`src/rtl/pacman_pkg.sv`:
```
// Shared types and helpers for the pacman sprite path: directions, animation
// states and the direction/frame to palette-select mapping.
package pacman_pkg;

    typedef enum logic [1:0] {
        DIR_DOWN  = 2'd0,
        DIR_LEFT  = 2'd1,
        DIR_RIGHT = 2'd2,
        DIR_UP    = 2'd3
    } dir_t;

    typedef enum logic [1:0] {
        F1  = 2'd0,
        F2  = 2'd1,
        F3  = 2'd2,
        F2B = 2'd3
    } anim_state_t;

    localparam int NUM_PAC_SPRITES = 12;

    // Select presented while reset holds: facing left, mouth closed.
    localparam logic [3:0] SEL_RESET = 4'd3;

    // F2B reuses the half-open artwork of F2.
    function automatic logic [1:0] frame_of(anim_state_t s);
        return (s == F2B) ? 2'd1 : 2'(s);
    endfunction

    function automatic logic [3:0] sel_of(dir_t d, logic [1:0] frame);
        return 4'(d) * 4'd3 + 4'(frame);
    endfunction

endpackage

```
`src/rtl/pacman_sprite_fetch_if.sv`:
```
// Sprite ROM port: the fetch stage drives the address, the ROM answers one
// cycle later with the 1-bit pixel.
interface pacman_sprite_fetch_if #(
    parameter int ADDR_W = 12
);
    logic [ADDR_W-1:0] rom_addr;
    logic              rom_q;

    modport master (output rom_addr, input rom_q);
    modport slave  (input rom_addr, output rom_q);
endinterface

```
`src/rtl/pacman_anim_seq.sv`:
```
// Per-video-frame direction latch and mouth animation sequencer; everything
// here moves only on frame_start so the select is stable across a frame.
module pacman_anim_seq
    import pacman_pkg::*;
#(
    parameter int ANIM_DIV = 4
) (
    input  logic       Clk,
    input  logic       Reset,
    input  logic       frame_start,
    input  logic       moving,
    input  logic [1:0] dir_req,
    input  logic       dir_valid,
    output dir_t       dir,
    output logic [1:0] frame
);

    localparam logic [3:0] CNT_LAST = 4'(ANIM_DIV - 1);

    anim_state_t state_reg, state_next;
    dir_t        dir_reg, dir_next;
    logic [3:0]  cnt_reg, cnt_next;

    always_ff @(posedge Clk) begin
        if (Reset) begin
            state_reg <= F1;
            cnt_reg   <= '0;
            dir_reg   <= DIR_LEFT;
        end else begin
            state_reg <= state_next;
            cnt_reg   <= cnt_next;
            dir_reg   <= dir_next;
        end
    end

    always_comb begin
        state_next = state_reg;
        cnt_next   = cnt_reg;
        dir_next   = dir_reg;
        if (frame_start) begin
            if (dir_valid) begin
                dir_next = dir_t'(dir_req);
            end
            // A stationary pacman freezes with the mouth closed.
            if (!moving) begin
                state_next = F1;
                cnt_next   = '0;
            end else if (cnt_reg == CNT_LAST) begin
                cnt_next = '0;
                case (state_reg)
                    F1:      state_next = F2;
                    F2:      state_next = F3;
                    F3:      state_next = F2B;
                    F2B:     state_next = F1;
                    default: state_next = F1;
                endcase
            end else begin
                cnt_next = cnt_reg + 4'd1;
            end
        end
    end

    assign dir   = dir_reg;
    assign frame = frame_of(state_reg);

endmodule

```
`src/rtl/pacman_sprite_fetch.sv`:
```
// Pacman sprite fetch: hit test and ROM address per pixel, then a fixed
// three-cycle pipeline returning hit, ROM index and the palette select.
module pacman_sprite_fetch
    import pacman_pkg::*;
#(
    parameter int SPR_W    = 16,
    parameter int SPR_H    = 16,
    parameter int ANIM_DIV = 4,
    parameter int ADDR_W   = 12
) (
    input  logic                         Clk,
    input  logic                         Reset,
    input  logic                         frame_start,
    input  logic                         moving,
    input  logic [1:0]                   dir_req,
    input  logic                         dir_valid,
    input  logic [9:0]                   pac_x,
    input  logic [9:0]                   pac_y,
    input  logic [9:0]                   draw_x,
    input  logic [9:0]                   draw_y,
    pacman_sprite_fetch_if.master        rom,
    output logic                         pixel_hit,
    output logic                         pixel_index,
    output logic [3:0]                   sprite_sel
);

    localparam int XB = $clog2(SPR_W);
    localparam int YB = $clog2(SPR_H);

    dir_t       dir_cur;
    logic [1:0] frame_cur;
    logic [3:0] sel_cur;

    pacman_anim_seq #(
        .ANIM_DIV (ANIM_DIV)
    ) u_anim_seq (
        .Clk         (Clk),
        .Reset       (Reset),
        .frame_start (frame_start),
        .moving      (moving),
        .dir_req     (dir_req),
        .dir_valid   (dir_valid),
        .dir         (dir_cur),
        .frame       (frame_cur)
    );

    assign sel_cur = sel_of(dir_cur, frame_cur);

    // Modulo offsets: pixels left of / above the sprite wrap large and miss.
    logic [9:0]        dx, dy;
    logic              hit;
    logic [ADDR_W-1:0] addr_next;

    assign dx  = draw_x - pac_x;
    assign dy  = draw_y - pac_y;
    assign hit = ({1'b0, dx} < 11'(SPR_W)) && ({1'b0, dy} < 11'(SPR_H));

    always_comb begin
        addr_next = '0;
        if (hit) begin
            addr_next = ADDR_W'(sel_cur) * ADDR_W'(SPR_W * SPR_H)
                      + ADDR_W'(dy[YB-1:0]) * ADDR_W'(SPR_W)
                      + ADDR_W'(dx[XB-1:0]);
        end
    end

    logic [ADDR_W-1:0] rom_addr_reg;

    always_ff @(posedge Clk) begin
        if (Reset) begin
            rom_addr_reg <= '0;
        end else begin
            rom_addr_reg <= addr_next;
        end
    end

    assign rom.rom_addr = rom_addr_reg;

    // Hit and select ride alongside the ROM access so a frame_start never
    // retags a pixel that is already in flight.
    genvar gi;
    for (gi = 0; gi < 2; gi++) begin : g_dly
        logic       hit_in;
        logic [3:0] sel_in;
        logic       hit_reg;
        logic [3:0] sel_reg;

        if (gi == 0) begin : g_head
            assign hit_in = hit;
            assign sel_in = sel_cur;
        end else begin : g_tail
            assign hit_in = g_dly[gi-1].hit_reg;
            assign sel_in = g_dly[gi-1].sel_reg;
        end

        always_ff @(posedge Clk) begin
            if (Reset) begin
                hit_reg <= 1'b0;
                sel_reg <= SEL_RESET;
            end else begin
                hit_reg <= hit_in;
                sel_reg <= sel_in;
            end
        end
    end

    logic       pixel_hit_reg;
    logic       pixel_index_reg;
    logic [3:0] sprite_sel_reg;

    always_ff @(posedge Clk) begin
        if (Reset) begin
            pixel_hit_reg   <= 1'b0;
            pixel_index_reg <= 1'b0;
            sprite_sel_reg  <= SEL_RESET;
        end else begin
            pixel_hit_reg   <= g_dly[1].hit_reg;
            pixel_index_reg <= g_dly[1].hit_reg & rom.rom_q;
            sprite_sel_reg  <= g_dly[1].sel_reg;
        end
    end

    assign pixel_hit   = pixel_hit_reg;
    assign pixel_index = pixel_index_reg;
    assign sprite_sel  = sprite_sel_reg;

endmodule

```
`src/flat_wrapper.sv`:
```
// flat-port wrapper written by rule: the top's interface ports become plain ports
module pacman_sprite_fetch_flat import pacman_pkg::*;
#(
    parameter int SPR_W    = 16,
    parameter int SPR_H    = 16,
    parameter int ANIM_DIV = 4,
    parameter int ADDR_W   = 12
)
  (Clk, Reset, frame_start, moving, dir_req, dir_valid, pac_x, pac_y, draw_x, draw_y, pixel_hit, pixel_index, sprite_sel, rom_rom_addr, rom_rom_q);
  pacman_sprite_fetch_if #(.ADDR_W(ADDR_W)) rom_i ();
  input  logic Clk;
  input  logic Reset;
  input  logic frame_start;
  input  logic moving;
  input  logic [1:0] dir_req;
  input  logic dir_valid;
  input  logic [9:0] pac_x;
  input  logic [9:0] pac_y;
  input  logic [9:0] draw_x;
  input  logic [9:0] draw_y;
  output logic pixel_hit;
  output logic pixel_index;
  output logic [3:0] sprite_sel;
  output wire logic [$bits(rom_i.rom_addr)-1:0] rom_rom_addr;
  input wire logic [$bits(rom_i.rom_q)-1:0] rom_rom_q;
  assign rom_rom_addr = rom_i.rom_addr;
  assign rom_i.rom_q = rom_rom_q;
  pacman_sprite_fetch #(.SPR_W(SPR_W), .SPR_H(SPR_H), .ANIM_DIV(ANIM_DIV), .ADDR_W(ADDR_W)) u_core (.Clk(Clk), .Reset(Reset), .frame_start(frame_start), .moving(moving), .dir_req(dir_req), .dir_valid(dir_valid), .pac_x(pac_x), .pac_y(pac_y), .draw_x(draw_x), .draw_y(draw_y), .rom(rom_i), .pixel_hit(pixel_hit), .pixel_index(pixel_index), .sprite_sel(sprite_sel));
endmodule
```
`config.mk`:
```
export PLATFORM = sky130hd
export DESIGN_NAME = pacman_sprite_fetch_flat
export DESIGN_NICKNAME = d
export VERILOG_FILES = /design/src/rtl/pacman_pkg.sv /design/src/rtl/pacman_sprite_fetch_if.sv /design/src/rtl/pacman_anim_seq.sv /design/src/rtl/pacman_sprite_fetch.sv /design/src/flat_wrapper.sv
export SDC_FILE = /design/constraint.sdc
export NUM_CORES = 1
export LEC_CHECK = 0
export ABC_AREA = 1
export CAP_MARGIN = 20
export CORE_MARGIN = 4
export CORE_UTILIZATION = 48
export DETAILED_ROUTE_END_ITERATION = 10
export PLACE_DENSITY_LB_ADDON = 0.1
export SYNTH_ARGS = -nofsm -noshare
export SYNTH_HDL_FRONTEND = slang
export SYNTH_HIERARCHICAL = 1
export SYNTH_SLANG_ARGS = --single-unit
```
`constraint.sdc`:
```
create_clock -name Clk -period 2.6 [get_ports Clk]
set_clock_uncertainty 0.05 [all_clocks]
set_input_delay 0.52 -clock Clk [delete_from_list [all_inputs] [get_ports Clk]]
set_output_delay 0.52 -clock Clk [all_outputs]
set_load 0.01 [all_outputs]
```
Yosys cells after proc, flatten, opt, wreduce, memory -nomap -nowiden
Cells that the tools add are included.
Word-level totals
  latch bits: 0
  input bits: 48
  memory bits (writable): 0
  memory bits (read-only): 0
  logic and storage cells: 38
  output and inout port bits: 18
  memories: 0
  register bits: 36
Operators by class
  bitwise operators: 2
  shift operators: 0
  equality and inequality tests: 5
  reductions and logical operators: 5
  order comparisons: 2
  div/mod/pow operators: 0
  add/sub/neg operators: 6
  multiplexer cells: 6
  multipliers: 1
Operators with widths (number)
  10-bit by 5-bit < comparator with 1-bit output, second input constant: 2
  10-bit subtractor: 2
  12-bit by 4-bit adder with 12-bit output: 1
  12-bit by 8-bit adder with 12-bit output: 1
  4-bit two-way mux: 2
  2-bit one-hot mux with 4 select lines: 1
  2-bit two-way mux: 3
  4-bit by 1-bit adder with 4-bit output, second input constant: 1
  4-bit by 2-bit adder with 4-bit output: 1
  2-bit == test, second input constant: 2
  4-bit by 2-bit == test with 1-bit output, second input constant: 1
  2-bit by 2-bit multiplier with 4-bit output, second input constant: 1
  2-bit AND reduction: 2
  2-bit by 1-bit == test with 1-bit output, second input constant: 1
  2-bit logical NOT: 1
  2-bit by 1-bit != test with 1-bit output, second input constant: 1
  2-bit OR reduction: 1
  1-bit AND: 1
  1-bit logical AND: 1
  1-bit inverter: 1

Depth between registers and ports, before layout
Gate-level depths: netlist (run 1).
  depth after elaboration: 5
  depth in mapped cells: 14
  depth with buffers taken out: 13

Hierarchy
Netlist (run 1), hierarchy kept.
By module, submodules not included
  pacman_sprite_fetch: area each 1913.1 µm², cells an instance 271, sequential area each 560.5 µm², instances 1
  pacman_anim_seq: area each 407.9 µm², cells an instance 55, sequential area each 160.2 µm², instances 1

Least setup slack after synthesis (run 1)
No wires, ideal clock.
  path kind: in2reg
  start point: input draw_y[0]
  end point: register u_core.rom_addr_reg[10] (netlist: u_core/rom.rom_addr[10])
  path buffers: 1
  library setup time: 73 ps
  arrival time: 1994 ps
  data required time: 2477 ps
  stages on the path: 14
  slack: 483 ps
  cell sequence: inv_1 ha_1 inv_1 fa_1 nand3_1 nand2_1 nand2_1 nand2_1 nand2_1 nand2_1 nor2_2 nand3_2 buf_6 nor3_2
Between the ends
  longest elaborated chain between the ends: 5
  elaborated cells between the ends (all ways): 7
  classes of those cells: add/sub (3); order compare (1); bitwise (1); reduce/logical (2)
Ends and longest elaborated chain
  from (decl): line flat_wrapper.sv:20  | input logic [9:0] draw_y;
  10-bit subtractor *: line pacman_sprite_fetch.sv:55  | assign dy = draw_y - pac_y;
  parallel branches: the longest is 4 deep, another holds 12-bit by 8-bit adder with 12-bit output
  to (signal assigned): line pacman_sprite_fetch.sv:73  | rom_addr_reg <= addr_next;
  to (decl): line pacman_sprite_fetch.sv:67  | logic [ADDR_W-1:0] rom_addr_reg;
Mark *: on every way between the ends.
A chain may end at the register's enable or synchronous reset.

Worst setup path in the final report (run 1)
  start point: input pac_x[0]
  end point: register u_core.rom_addr_reg[10] (netlist: u_core/rom.rom_addr[10])
Between the ends
  longest elaborated chain between the ends: 5
  elaborated cells between the ends (all ways): 6
  classes of those cells: add/sub (2); order compare (1); bitwise (1); reduce/logical (2)
Ends and longest elaborated chain
  from (decl): line flat_wrapper.sv:17  | input logic [9:0] pac_x;
  10-bit subtractor *: line pacman_sprite_fetch.sv:54  | assign dx = draw_x - pac_x;
  10-bit by 5-bit < comparator with 1-bit output: line pacman_sprite_fetch.sv:56  | assign hit = ({1'b0, dx} < 11'(SPR_W)) && ({1'b0, dy} < 11'(SPR_H));
  1-bit logical AND: line pacman_sprite_fetch.sv:56
  1-bit inverter (no source line)
  2-bit OR reduction (no source line)
Mark *: on every way between the ends. The rest lies on a longest branch, timed or not.

==> results.sh, run 1 <==
export IMPL_clk_transition_reported_paths_ns=0.07
export IMPL_chipHeight_um=77.54
export IMPL_gr_total_overflow=0
export IMPL_fp_dieArea_mm2=0.006012
export IMPL_worst_path_max_fanout=13
export IMPL_worst_ir_drop_vdd_mv=0.2004
export IMPL_count_of_antenna_diodes_in_the_layout=0
export IMPL_place_gp_congestion=0.8211
export IMPL_cts_resized=0
export IMPL_drive_gt1_share_pct=10.64
export IMPL_total_leakage_power_nw=1.570
export IMPL_first_iter_violations=31
export IMPL_grt_start_max_net_pins=19
export IMPL_finalHoldViolations=0
export IMPL_power_net_switching_uw=377.7
export IMPL_netSwitchingFraction_pct=27.02
export IMPL_share_comb_of_total_power_pct=25.3
export IMPL_cell_internal_pwr_mw=1.020
export IMPL_synth_area_per_cell_um2=7.120
export IMPL_cts_num_sinks=36
export IMPL_htree_num_levels=2
export IMPL_clockRootBuffer="clkbuf_8"
export IMPL_clock_path_buffers=2
export IMPL_syn_to_final_growth_pct=37.74
export IMPL_cts_tree="yes"
export IMPL_rsz0062_at_grt="no"
export IMPL_achievable_frequency_mhz=420.3
export IMPL_critPathRequiredTime_ns=2.76
export IMPL_ys_warn_count=6
export IMPL_setup_violations_final=0
export IMPL_final_max_slew_violation_count=0
export IMPL_dr_total_vias=2126
export IMPL_ioPinCount=66
export IMPL_dieWidth_um=77.54
export IMPL_fin_crit_ns=2.380
export IMPL_via_per_inst=4.642
export IMPL_floorplan_initialDensity_pct=49.47
export IMPL_share_seq_of_total_power_pct=40.6
export IMPL_synthesis_nets=401
export IMPL_drv_max_cap_violation_count=0
export IMPL_final_min_period_over_clock_period_pct=91.52
export IMPL_layout_common_cells="nand2_1 (84), inv_1 (68), clkdlybuf4s50_1 (65)"
export IMPL_grt_antenna_before_repair=0
export IMPL_totalWireLength_um=4541
export IMPL_post_cts_buffers=0
export IMPL_core_region_area_mm2=0.004692
export IMPL_syn_cell_area_mm2=0.002321
export IMPL_vias_in_the_first_global_route=1886
export IMPL_cts_buffers_inserted=5
export IMPL_drc_errors=0
export IMPL_final_nets=478
export IMPL_synth_distinct_cells=27
export IMPL_placement_rows=25
export IMPL_gr_usage_all_layers_pct=15.56
export IMPL_sequential_area_share_after_synthesis_pct=31.05
export IMPL_fill_cells=433
export IMPL_synth_ff_latch_count=36
export IMPL_timing_critical_path_from_type="input port"
export IMPL_drtAntennaViolNets=0
export IMPL_clk_latency_ns=0.29
export IMPL_maxSlewHeadroom_pct=81.57
export IMPL_ordered_list_of_cells_on_the_worst_path="clkdlybuf4s50_1, ha_1, inv_1, fa_1, nand3_1, nand2_1, nand2_1, nand2_1, nor2_1, nand3_1, nor2_1, nand3_1, buf_4, nor3_2"
export IMPL_power_clock_fraction_pct=34.1
export IMPL_outcome="completed"
export IMPL_place_port_buffers=65
export IMPL_p_per_area_mw_per_mm2=437.3
export IMPL_most_common_cell_after_layout_fill_and_taps_aside="nand2_1"
export IMPL_total_power_mw=1.398
export IMPL_hold_buffers=0
export IMPL_routedWlPerCell_um=9.915
export IMPL_tightestPinTransition_ns=0.2755
export IMPL_grt_first_pass_wirelength_um=7665
export IMPL_max_ffs_per_register=12
export IMPL_area_sequential_um2=720.7
export IMPL_cp_data_arrival_time_ns=2.54
export IMPL_syn_instance_count=326
export IMPL_slowest_delay_ns=0.46
export IMPL_setup_worst_path_end_class="flip-flop"
export IMPL_first_pass_iters=4
export IMPL_multi_input_area_mm2=0.001304
export IMPL_post_route_util_pct=68.13
export IMPL_dp_final_hpwl_um=3783
export IMPL_timing_worst_setup_path_type="in2reg"
export IMPL_timing_hold_worst_class="reg2reg"
export IMPL_crit_slowest_cell="clkdlybuf4s50_1"
synthesized netlist by cell type, drive strengths merged:
cell	number	area, µm²
clkbuf	1	3.750
fa	4	80.08
xnor2	4	35.03
or2	5	31.28
nor3	12	105.1
nor3b	1	12.51
dfxtp	36	720.7
o21ai	2	10.01
nor2	28	110.1
o21a	2	15.01
xor2	3	26.28
nand4	4	25.02
inv	70	262.8
buf	3	30.03
a21oi	16	83.83
nand3	22	125.1
ha	23	287.8
nand2	87	334.1
nand3b	2	15.01
a21boi	1	7.510
per-stage QoR:
step           setup slack, ns  setup TNS [ns]  area, µm²  hold WS [ns]  cells
2_1_floorplan           0.4825               0       2321        0.3383    326
3_3_place_gp          -0.04753         -0.2474       3085        0.3388    450
3_5_place_dp           -0.1128         -0.8383       3085        0.3429    450
4_1_cts                 0.1890               0       3197        0.3580    458
5_1_grt                0.01556               0       3197        0.3698    458
6_report                0.2205               0       3197        0.3548    458
final cells by class:
type                    count  share of cell area [%]
inverters                  70                   8.219
clock buffers               5                   2.153
well taps                  54                   2.114
clock inverters             3                   1.331
multi-input cells         216                   40.78
repair buffers             74                   22.86
flip-flops and latches     36                   22.54
worst max-delay path, delay by kind of cell:
family | cells | cell delay (ns)
buf+inv | 3 | 0.72
simple gates | 9 | 0.76
fa+ha+maj | 2 | 0.52
cells by family (layout without fill, tap and decap cells):
kind of cell               after synthesis  after routing  share of synthesized area [%]
DFF                                     36             36                          31.05
buffers and inverters                   74            152                          12.78
AOI/OAI and AO/OA                       21             21                          5.013
and+or+nand+nor                        161            161                          32.67
adders and majority gates               27             27                          15.85
xor gates and xnor gates                 7              7                          2.642
power by group through the flow:
stage | Sequential (mW) | Combinational [mW] | Clock (mW)
3_5_place_dp | 0.580 | 0.355 | 0
5_1_grt | 0.569 | 0.403 | 0.514
2_1_floorplan | 0.579 | 0.223 | 0
6_report | 0.567 | 0.354 | 0.477
4_1_cts | 0.567 | 0.357 | 0.494
3_3_place_gp | 0.579 | 0.351 | 0
worst paths after layout:
check	cells past startpoint	slack (ns)	from	endpoint
worst max-delay path	14	0.22	pac_x[0]	u_core/rom.rom_addr[10]$_SDFF_PP0_
worst min-delay path	2	0.35	u_core/g_dly[0].sel_reg[3]$_SDFF_PP0_	u_core/g_dly[1].sel_reg[3]$_SDFF_PP0_
worst max register to register	7	0.41	u_core/u_anim_seq/state_reg[0]$_SDFFE_PP0P_	u_core/rom.rom_addr[10]$_SDFF_PP0_
worst min register to register	2	0.35	u_core/g_dly[0].sel_reg[3]$_SDFF_PP0_	u_core/g_dly[1].sel_reg[3]$_SDFF_PP0_
layer usage:
metal	vias to the layer above	GRT usage, %	routed length, µm
li1	1154	-	-
met1	925	16.91	1876
met2	42	29.19	2390
met3	5	2.668	213
met4	0	6.940	61
met5	-	0	0
Power figures use the tool's default switching activity.
==> inputs of run 2 (changes only) <==
Settings changed: TNS_END_PERCENT set to 50.
==> results of run 2 <==
Same layout as run 1: the final DEF is identical, and so are final timing and power.
==> inputs of run 3 (changes only) <==
Settings changed: PLACE_DENSITY_LB_ADDON 0.1 to 0.15.
==> results.sh, run 3 (synthesized netlist as in run 1, its figures left out) <==
export IMPL_fill_cells=434
export IMPL_cp_buffers_inverters=3
export IMPL_fp_dieArea_mm2=0.006012
export IMPL_maxSlewHeadroom_pct=80.41
export IMPL_critPathRequiredTime_ns=2.75
export IMPL_worstHoldStart="u_core/g_dly[0].hit_reg$_SDFF_PP0_"
export IMPL_achievable_frequency_mhz=409.2
export IMPL_ordered_list_of_cells_on_the_worst_path="clkdlybuf4s50_1, ha_1, inv_1, fa_1, nand3_1, nand2_1, nand2_1, nand2_1, nor2_1, nand3_1, nor2_1, nand3_1, buf_4, nor3_1"
export IMPL_most_common_cell_after_layout_fill_and_taps_aside="nand2_1"
export IMPL_placement_rows=25
export IMPL_tightestPinTransition_ns=0.2929
export IMPL_grt_start_max_net_pins=19
export IMPL_r2r_start="u_core/u_anim_seq/state_reg[0]$_SDFFE_PP0P_"
export IMPL_clk_transition_reported_paths_ns=0.07
export IMPL_worst_slack_ns=0.1565
export IMPL_post_place_ws_ns=-0.1285
export IMPL_gr_usage_all_layers_pct=15.88
export IMPL_timing_critical_path_from_type="input port"
export IMPL_first_iter_violations=43
export IMPL_setup_worst_path_end_class="flip-flop"
export IMPL_place_port_buffers=65
export IMPL_ioPinCount=66
export IMPL_setup_reg_to_reg_worst_slack_ns=0.50
export IMPL_floorplan_initialDensity_pct=49.47
export IMPL_dr_total_vias=2115
export IMPL_syn_to_final_growth_pct=37.09
export IMPL_outcome="completed"
export IMPL_final_min_period_over_clock_period_pct=93.98
export IMPL_first_pass_iters=4
export IMPL_crit_slowest_cell="clkdlybuf4s50_1"
export IMPL_fin_crit_ns=2.444
export IMPL_clock_path_buffers=2
export IMPL_routedWlPerCell_um=10.16
export IMPL_worst_ir_drop_vdd_mv=0.2328
export IMPL_worst_hold_path_endpoint="u_core/g_dly[1].hit_reg$_SDFF_PP0_"
export IMPL_count_of_antenna_diodes_in_the_layout=0
export IMPL_final_nets=476
export IMPL_core_region_area_mm2=0.004692
export IMPL_chipHeight_um=77.54
export IMPL_worst_path_max_fanout=13
export IMPL_max_ffs_per_register=12
export IMPL_total_leakage_power_nw=1.561
export IMPL_totalWireLength_um=4632
export IMPL_vias_in_the_first_global_route=1981
export IMPL_dp_final_hpwl_um=3893
export IMPL_min_delay_path_depth=2
export IMPL_drive_gt1_share_pct=10.20
export IMPL_timing_worst_setup_path_type="in2reg"
export IMPL_clk_latency_ns=0.28
export IMPL_p_per_area_mw_per_mm2=438.8
export IMPL_cp_data_arrival_time_ns=2.59
export IMPL_timing_hold_worst_class="reg2reg"
export IMPL_cts_resized=0
export IMPL_via_per_inst=4.638
export IMPL_gr_total_overflow=0
export IMPL_timing_hold_ws_ns=0.3540
export IMPL_cts_buffers_inserted=5
export IMPL_dieWidth_um=77.54
export IMPL_grt_antenna_before_repair=0
export IMPL_final_max_slew_violation_count=0
export IMPL_clockRootBuffer="clkbuf_8"
export IMPL_cts_tree="yes"
export IMPL_rsz0062_at_grt="no"
export IMPL_drtAntennaViolNets=0
export IMPL_place_gp_congestion=0.8139
export IMPL_worst_r2r_cell_count=7
export IMPL_slowest_delay_ns=0.46
export IMPL_layout_common_cells="nand2_1 (84), inv_1 (68), clkdlybuf4s50_1 (65)"
export IMPL_multi_input_area_mm2=0.001304
export IMPL_cts_num_sinks=36
export IMPL_r2r_end="u_core/rom.rom_addr[10]$_SDFF_PP0_"
export IMPL_htree_num_levels=2
export IMPL_post_cts_buffers=0
export IMPL_hold_buffers=0
export IMPL_drv_max_cap_violation_count=0
export IMPL_setup_violations_final=0
export IMPL_drc_errors=0
export IMPL_grt_first_pass_wirelength_um=7803
export IMPL_finalHoldViolations=0
export IMPL_top_delay_family_on_crit_path="simple AND/OR/NAND/NOR gates"
export IMPL_area_sequential_um2=720.7
## run 3: cell count changes in the layout (fill, tap and decap cells not counted)
cell / before / now
buf_4: 8 / 6
## run 3: how the worst max path moves through the flow
stage / depth (start not counted) / from / end
final: 14 / pac_x[0] / u_core/rom.rom_addr[1]$_SDFF_PP0_
after global routing: 14 / pac_y[0] / u_core/rom.rom_addr[1]$_SDFF_PP0_
after CTS: 14 / pac_x[0] / u_core/rom.rom_addr[1]$_SDFF_PP0_
after detailed placement: 14 / pac_x[0] / u_core/rom.rom_addr[1]$_SDFF_PP0_
after global placement: 14 / pac_x[0] / u_core/rom.rom_addr[1]$_SDFF_PP0_
after floorplan: 14 / draw_y[0] / u_core/rom.rom_addr[10]$_SDFF_PP0_
## run 3: worst min-delay path, cell delays in order, from the launching register on
cell     delay [ns]
dfxtp_1        0.30
inv_1          0.04
nor2_1         0.03
## run 3: per-layer routing
layer	GRT usage [%]	part of all wire, %	vias to the layer above
li1	-	-	1146
met1	16.71	41	899
met2	30.14	51	58
met3	2.552	4.8	12
met4	8.007	2.7	0
met5	0	0	-
## run 3: per-stage QoR
stage	instance area (µm²)	power, mW	setup TNS, ns	util, %	instances
3_5_place_dp	3070	0.9336	-0.9542	65.44	448
4_1_cts	3182	1.411	0	67.81	456
6_report	3182	1.396	0	67.81	456
2_1_floorplan	2321	0.8025	0	-	326
5_1_grt	3182	1.477	0	67.81	456
3_3_place_gp	3070	0.9283	-0.4497	65.44	448
## run 3: final cells by class
type	instances	share of cell area, %
clock buffers	5	2.163
clock inverters	3	1.337
inverters	70	8.258
multi-input cells	216	40.98
flip-flops and latches	36	22.65
well taps	54	2.123
repair buffers	72	22.49
## run 3: power breakdown
group / leakage (nW) / switching (mW) / internal, mW / total, mW
clock: 0.0541 / 0.194 / 0.283 / 0.477
combinational: 1.22 / 0.178 / 0.173 / 0.351
sequential: 0.292 / 0.00617 / 0.561 / 0.568
